## config.mk

```make
export PLATFORM = sky130hd
export DESIGN_NAME = call_stack_ctrl
export DESIGN_NICKNAME = d
export VERILOG_FILES = /design/src/rtl/call_stack_pkg.sv /design/src/rtl/call_stack_depth.sv /design/src/rtl/call_stack_ctrl.sv
export SDC_FILE = /design/constraint.sdc
export NUM_CORES = 1
export LEC_CHECK = 0
export ABC_CLOCK_PERIOD_IN_PS = 2160
export CORE_MARGIN = 5
export CORE_UTILIZATION = 35
export CTS_CLUSTER_SIZE = 30
export DETAILED_ROUTE_END_ITERATION = 10
export HOLD_SLACK_MARGIN = 0.02
export PLACE_DENSITY = 0.77
export RECOVER_POWER = 100
export SLEW_MARGIN = 10
export SYNTH_ARGS = -nofsm -noshare
export SYNTH_HDL_FRONTEND = slang
export SYNTH_SLANG_ARGS = --single-unit
export TNS_END_PERCENT = 20
```

## constraint.sdc

```tcl
create_clock -name clk -period 2.16 [get_ports clk]
set_clock_uncertainty 0.1 [all_clocks]
set_input_delay 0.324 -clock clk [delete_from_list [all_inputs] [get_ports clk]]
set_output_delay 0.324 -clock clk [all_outputs]
set_load 0.005 [all_outputs]
```

## src/rtl/call_stack_pkg.sv

```systemverilog
// Shared encodings and defaults for the call/return stack controller.
package call_stack_pkg;

    localparam int DEFAULT_DEPTH = 8;
    localparam int DEFAULT_PCW   = 13;
    localparam int DEPTH_W       = 4;

    localparam logic [DEFAULT_PCW-1:0] DEFAULT_INT_VECTOR = 13'h0004;

    typedef enum logic [1:0] {
        IDLE     = 2'd0,
        POP_WAIT = 2'd1,
        LOAD     = 2'd2,
        FAULT    = 2'd3
    } stateT;

    typedef enum logic [1:0] {
        FAULT_NONE      = 2'b00,
        FAULT_OVERFLOW  = 2'b01,
        FAULT_UNDERFLOW = 2'b10
    } faultCodeT;

endpackage

```

## src/rtl/call_stack_depth.sv

```systemverilog
// Saturating stack occupancy counter, 0..DEPTH; inc/dec take effect at the clock edge.
// No backpressure: inc at full and dec at empty are ignored.
module call_stack_depth
    import call_stack_pkg::*;
#(
    parameter int DEPTH = DEFAULT_DEPTH,
    parameter int CW    = DEPTH_W
) (
    input  logic          clk,
    input  logic          reset,
    input  logic          inc,
    input  logic          dec,
    output logic          full,
    output logic          empty,
    output logic [CW-1:0] count
);

    localparam logic [CW-1:0] MAX_COUNT = CW'(DEPTH);

    logic [CW-1:0] countReg;

    assign full  = (countReg == MAX_COUNT);
    assign empty = (countReg == '0);
    assign count = countReg;

    // Simultaneous inc/dec cancel; saturation keeps the count inside 0..DEPTH.
    always_ff @(posedge clk or negedge reset) begin
        if (!reset) begin
            countReg <= '0;
        end else if (inc && !dec && !full) begin
            countReg <= countReg + 1'b1;
        end else if (dec && !inc && !empty) begin
            countReg <= countReg - 1'b1;
        end
    end

endmodule

```

## src/rtl/call_stack_ctrl.sv

```systemverilog
// CALL/INT/RET sequencer driving the return-stack RAM and fetch PC load.
// pcLoad 1 cycle after CALL/INT accept, 2 after RET; stall blocks acceptance and holds LOAD.
module call_stack_ctrl
    import call_stack_pkg::*;
#(
    parameter int                   DEPTH      = DEFAULT_DEPTH,
    parameter int                   PCW        = DEFAULT_PCW,
    parameter logic [PCW-1:0]       INT_VECTOR = DEFAULT_INT_VECTOR
) (
    input  logic           clk,
    input  logic           reset,
    input  logic           intReq,
    input  logic           callReq,
    input  logic           retReq,
    input  logic [PCW-1:0] retAddr,
    input  logic [PCW-1:0] callTarget,
    input  logic           stall,
    input  logic           clearFault,
    input  logic [PCW-1:0] stackData,
    output logic           ack,
    output logic           stackPush,
    output logic           stackPop,
    output logic [PCW-1:0] stackPcIn,
    output logic           pcLoad,
    output logic [PCW-1:0] pcTarget,
    output logic           gieClear,
    output logic           busy,
    output logic           stackFault,
    output logic [1:0]     faultCode,
    output logic [3:0]     depth
);

    stateT          state;
    stateT          stateNext;
    logic [PCW-1:0] targetReg;
    logic [PCW-1:0] targetNext;
    logic           targetLoad;
    logic           faultSet;
    logic           faultClr;
    faultCodeT      faultCodeNext;
    faultCodeT      faultCodeReg;
    logic           faultReg;
    logic           depthInc;
    logic           depthDec;
    logic           depthFull;
    logic           depthEmpty;

    call_stack_depth #(
        .DEPTH (DEPTH),
        .CW    (4)
    ) uDepth (
        .clk   (clk),
        .reset (reset),
        .inc   (depthInc),
        .dec   (depthDec),
        .full  (depthFull),
        .empty (depthEmpty),
        .count (depth)
    );

    always_ff @(posedge clk or negedge reset) begin
        if (!reset) begin
            state <= IDLE;
        end else begin
            state <= stateNext;
        end
    end

    always_comb begin
        stateNext     = state;
        ack           = 1'b0;
        stackPush     = 1'b0;
        stackPop      = 1'b0;
        gieClear      = 1'b0;
        pcLoad        = 1'b0;
        busy          = (state != IDLE);
        targetLoad    = 1'b0;
        targetNext    = targetReg;
        faultSet      = 1'b0;
        faultClr      = 1'b0;
        faultCodeNext = FAULT_NONE;
        depthInc      = 1'b0;
        depthDec      = 1'b0;

        case (state)
            IDLE: begin
                if (!stall && (intReq || callReq)) begin
                    ack  = 1'b1;
                    busy = 1'b1;
                    if (depthFull) begin
                        faultSet      = 1'b1;
                        faultCodeNext = FAULT_OVERFLOW;
                        stateNext     = FAULT;
                    end else begin
                        // Interrupt wins over a concurrent CALL; the CALL stays pending.
                        stackPush  = 1'b1;
                        depthInc   = 1'b1;
                        targetLoad = 1'b1;
                        targetNext = intReq ? INT_VECTOR : callTarget;
                        gieClear   = intReq;
                        stateNext  = LOAD;
                    end
                end else if (!stall && retReq) begin
                    ack  = 1'b1;
                    busy = 1'b1;
                    if (depthEmpty) begin
                        faultSet      = 1'b1;
                        faultCodeNext = FAULT_UNDERFLOW;
                        stateNext     = FAULT;
                    end else begin
                        stackPop  = 1'b1;
                        depthDec  = 1'b1;
                        stateNext = POP_WAIT;
                    end
                end
            end
            POP_WAIT: begin
                // RAM read data arrives the cycle after the pop strobe.
                targetLoad = 1'b1;
                targetNext = stackData;
                stateNext  = LOAD;
            end
            LOAD: begin
                pcLoad = 1'b1;
                if (!stall) begin
                    stateNext = IDLE;
                end
            end
            FAULT: begin
                if (clearFault) begin
                    faultClr  = 1'b1;
                    stateNext = IDLE;
                end
            end
            default: begin
                stateNext = IDLE;
            end
        endcase
    end

    always_ff @(posedge clk or negedge reset) begin
        if (!reset) begin
            targetReg <= '0;
        end else if (targetLoad) begin
            targetReg <= targetNext;
        end
    end

    always_ff @(posedge clk or negedge reset) begin
        if (!reset) begin
            faultReg     <= 1'b0;
            faultCodeReg <= FAULT_NONE;
        end else if (faultSet) begin
            faultReg     <= 1'b1;
            faultCodeReg <= faultCodeNext;
        end else if (faultClr) begin
            faultReg     <= 1'b0;
            faultCodeReg <= FAULT_NONE;
        end
    end

    assign stackPcIn  = stackPush ? retAddr : '0;
    assign pcTarget   = pcLoad ? targetReg : '0;
    assign stackFault = faultReg;
    assign faultCode  = faultCodeReg;

endmodule

```

After elaboration in Yosys (flattened, before gate mapping)
Cells that the tools add are included.
Operators by class
  add/subtract/negate cells: 2
  equality and inequality tests: 9
  mux-type cells: 49
  reduce and logical (&&, ||, !) cells: 20
Operator list (count)
  13-bit two-way mux: 5
  1-bit two-way mux: 28
  13-bit one-hot mux with 2 select lines: 1
  2-bit two-way mux: 11
  4-bit two-way mux: 2
  2-bit != test (second input constant): 4
  2-bit one-hot mux with 4 select lines: 1
  2-bit nonzero test: 4
  1-bit logical AND: 6
  1-bit logical NOT: 5
  4-bit by 1-bit adder with 4-bit output (second input constant): 1
  2-bit == test (second input constant): 2
  4-bit == test (second input constant): 1
  4-bit logical NOT: 1
  4-bit AND reduction: 1
  4-bit by 1-bit subtractor with 4-bit output (second input constant): 1
  3-bit != test (second input constant): 1
  3-bit AND reduction: 1
  2-bit by 1-bit == test with 1-bit output (second input constant): 1
  2-bit logical NOT: 1
  1-bit one-hot mux with 2 select lines: 1
  1-bit logical OR: 1
Storage, ports and cells
  bits in registers: 22
  bits of input ports: 46
  logic and storage cells: 85

Logic depth before layout (Yosys ltp)
  depth after elaboration: 9
  depth in mapped cells: 10
  depth with buffers taken out: 8

Hierarchy
From an unflattened synthesis, not the netlist that was laid out.
Unflattened totals
  cells, all modules: 161
  area total of the unflattened synthesis: 1525.2 sq um
Modules (own cells, without submodules)
  call_stack_ctrl: times used 1, cells an instance 136, area each 1227.4 sq um, sequential area each 450.4 sq um
  call_stack_depth: times used 1, cells an instance 25, area each 297.8 sq um, sequential area each 100.1 sq um

Worst setup path after synthesis
No wires, ideal clock.
  kind: reg-to-reg
  start: register state[1]
  end: register uDepth.countReg[3], in the netlist uDepth.count[3]
  library setup time: 0.140 ns
  arrival: 2.151 ns
  setup slack: -0.232 ns
  cell stages (with the launch flop): 11
  path buffers: 2
  clock period less this slack: 2.392 ns
  cells stage by stage: dfrtp_1 buf_6 or3_1 buf_6 nor2_1 nand2_1 ha_1 nand3_1 and4bb_2 a211oi_1 a211oi_1
Between the ends
  longest elaborated chain between the ends: 6
  elaborated cells on any way between the ends: 11
  classes of those cells: mux (3); reduce/logical (8)
RTL lines
  from (decl): line call_stack_ctrl.sv:33  | stateT state;
  from (signal assigned): line call_stack_ctrl.sv:65  | state <= stateNext;
  2-bit logical NOT *: line call_stack_ctrl.sv:85  | case (state)
  1-bit two-way mux: line call_stack_ctrl.sv:85
  1-bit logical NOT, on equally long branches: line call_stack_depth.sv:30, call_stack_depth.sv:32
  1-bit logical AND, on equally long branches (2 in series): line call_stack_depth.sv:30, call_stack_depth.sv:32
  4-bit two-way mux or 2-bit nonzero test (tied branches)
  to (signal assigned): line call_stack_depth.sv:31  | countReg <= countReg + 1'b1;
  to (signal assigned): line call_stack_depth.sv:33  | countReg <= countReg - 1'b1;
  to (decl): line call_stack_depth.sv:20  | logic [CW-1:0] countReg;
Mark *: on every way between the ends. The rest lies on a longest branch, timed or not.
A chain may end at the register's enable or synchronous reset.

Final worst setup path
  start: register state[0]
  end: register uDepth.countReg[3], in the netlist uDepth.count[3]
The elaborated chain is that of the path after synthesis.

==> summary.md <==
* 35.9% — sequential cell area fraction in the yosys report
* 2 — largest buffer count on any clock path
* reg2reg — category of the critical setup timing path
* 956 nW/µm² — total power divided by cell area
* 8.48 µm² — Avg Synthesized Cell Area
* 25.6% — share of final-layout standard cells stronger than drive strength 1
* 0 — Fin. Hold Viols
* 25.8% — sequential power share
* 2360 ps — WP data arrival
* 1717 — vias in the first global route
* 967 µW — switching power of the nets
* 17.6% — relative slew slack
* 85 — ports placed on the boundary
* 77 — violation count after the first detailed-routing iteration
* 400 ps — max incr delay on CP
* register — endpoint type of the worst setup path
* 0.614 mV — Peak supply drop
* 230 — net count of the mapped netlist
* clkbuf_8 — cell at the root of the clock tree
* 35.8% — effective utilization at floorplan
* clkdlybuf4s50_1 — leading cell type in the layout, fill and taps excluded
* 1690 µW — internal cell power
* reg2reg — class of the tightest hold or removal check
* setup timing — violated checks
* 24 — number of placement rows
* 1540 µm² — Netlist Area Pre-Place
* yes — unrepaired setup endpoints after global routing
* 40 — distinct cell type count after synthesis
* 28 — maximum number of pins on one net before global-route repair
* 377 ps — Final Hold Slack
* finished with violations — outcome
* 8.00 mm — wire length of the first global-routing pass
* 4 — maximum fanout count along the critical path
* 0.00140 µW — leakage component of the power
* 35.9% — share of Yosys cell area claimed by the top area cell type
* 181 — Syn Inst Count
* 0 — number of antenna violations at the first check in global routing
* or3_4, nor2_4, nand2_8, buf_6, ha_4, nand3_4, and4bb_2, a211oi_2, a211oi_2 — cells along the critical path
* 0.431 GHz — top achievable clock speed
* 260 ps — Worst-Skew Late Latency
* dfrtp_1 36%, and2_1 11%, nor3b_1 5.9% — top cells by area in the synthesized netlist
* 2200 ps — required time at the worst-slack endpoint
* 16 — Finish-stage setup viols
* 0 — number of nets with antenna violations after routing
* 1674 — overall via count from detail_route
* 4.91 — vias per std cell
* dfrtp_1 — cell type with the highest aggregate area in the netlist
* simple AND/OR/NAND/NOR gates — critical path's top delay family
* 0 — DRC violation count after routing
* 22 — Yosys reg bits
* 108% — part of the cycle the worst path needs
* 11.1% — proportion of power drawn by the clock network
* 5810 µm² — die footprint
* 63.2% — logic gate share of total power
* register — type of origin of the critical path
* 16.3% — all-layer global routing usage
* 64.8% — utilization after layout
* 0.741 — final weighted congestion in routability-driven placement
* 76.2 µm — horizontal die dimension
* 76.2 µm — y dimension of the die
* yes — TritonCTS clock tree
* 3.54 mm — Final HPWL DP
* 4290 µm² — placeable core area
* a211oi_2 — cell repeated most along the worst path
* 0 — YS warnings
* 80 ps — Clk pin slew, worst setup/hold paths
* 46 x clkdlybuf4s50_1, 24 x and2_1, 22 x dfrtp_1, 22 x buf_4, 17 x nand2_1 — most frequent cells in the layout
* 36.3% — switching share of total power
* 0 — Congestion Overflow GR
* or3_4 — Worst path slowest cell
* 1240 ps — worst slew pin tran
* 1 — worst path buffer plus inverter count
* 4.87 mm — Routed WL
* 4 — Pre-Repair DR Iteration Count
* 0 — fin. max-slew vios
* -163 ps — final setup slack of the worst path
* 1 — H-tree depth reported by CTS
* 339 — Total Nets Final
* 14.3 µm — routed wire length per instance
* 3 — TritonCTS buffer count
* 0 — Diodes inserted
* 0 — Max Cap Viol
* 22 — number of clock sinks
* 81.3% — layout overhead on the synthesized area
* 2320 ps — final period demand of the worst path
* 84 — Port Buffer Count
[state kept, by name, summed over array words and instances, names as in the netlist]
register	flops
state	2
faultCode	2
uDepth.count	4
stackFault	1
targetReg	13
[timing repair]
action / CTS / global route
pin swaps: 10 / 11
hold buffers: 0 / 0
setup buffers: 10 / 1
endpoints found under the setup margin: 34 / 31
gates cloned: 1 / 0
resized for setup: 73 / 27
[tightest hold or removal path: cells and delay by family, from the launching register on]
kind / cells / cell delay [ps]
AO/OA/AOI/OAI: 1 / 60
flip-flops: 1 / 340
AND/OR/NAND/NOR: 1 / 40
[kinds of logic (layout without fill, tap and decap cells)]
| kind of cell | count (synthesis) | after routing | share of synthesized area [%] |
|---|---|---|---|
| buffers and inverters | 16 | 124 | 6.19 |
| AOI/OAI and AO/OA | 49 | 49 | 19.6 |
| adders and majority gates | 3 | 3 | 2.93 |
| xor gates and xnor gates | 2 | 2 | 1.63 |
| DFF | 22 | 22 | 35.9 |
| and+or+nand+nor | 89 | 89 | 33.7 |
[final cells by class]
type                            instances  area, µm²
Clock buffer                            4       55.1
Fill cell                             372       1510
Inverter                                2       15.0
Multi-Input combinational cell        143       1000
Sequential cell                        22        551
Tap cell                               52       65.1
Timing Repair Buffer                  117       1090
Timing Repair inverter                  1       6.26
[synth_stat cells (all sizes together)]
library cell and number:
buf 6, and4bb 1, nand2 18, xnor2 1, and2b 1, o21ai 21, or3 3, o2bb2ai 2
nor4 1, and2 26, or3b 1, a211oi 3, clkbuf 8, and3 2, a31oi 1, a2bb2oi 1
nor2b 2, a221oi 2, o211ai 1, nor3b 12, a22o 1, or4b 1, xor2 1, dfrtp 22
ha 2, or2 1, fa 1, a22oi 1, a21oi 15, nor2 11, inv 2, a221o 1
nor3 5, nand3 4
[layer usage]
layer / track usage (%) / up-vias / share of wire [%]
met5: 0 / - / 0
met4: 2.80 / 0 / 0.45
met3: 5.67 / 2 / 9.4
met2: 27.5 / 77 / 45
met1: 20.2 / 748 / 45
li1: - / 847 / -
[power groups by stage]
stage          sequential (µW)  combinational (µW)  clock, µW
6_report                   685                1680        295
5_1_grt                    713                1840        318
4_1_cts                    686                1640        306
3_5_place_dp               692                1480          0
3_3_place_gp               685                1450          0
2_1_floorplan              732                 723          0
[through the flow]
stage / setup TNS [ps] / cells / cell area, µm² / total power (µW) / worst slack [ps]
2_1_floorplan: -76.1 / 181 / 1560 / 1450 / -75.2
3_5_place_dp: -10570 / 325 / 2560 / 2170 / -596
3_3_place_gp: -9790 / 325 / 2560 / 2130 / -553
4_1_cts: -1400 / 340 / 2750 / 2630 / -183
5_1_grt: -1790 / 341 / 2780 / 2870 / -231
6_report: -962 / 341 / 2780 / 2660 / -163
[final timing paths]
path | start | depth (start not counted) | slack, ps | to
setup / recovery | state[0] | 9 | -160 | uDepth.count[3]
hold / removal | targetReg[8] | 2 | 380 | targetReg[8]
setup reg to reg | state[0] | 9 | -160 | uDepth.count[3]
hold reg to reg | targetReg[8] | 2 | 380 | targetReg[8]
max in group asynchronous | reset | 2 | 490 | targetReg[5]
min in group asynchronous | reset | 2 | 740 | targetReg[4]
Power figures use the tool's default switching activity.
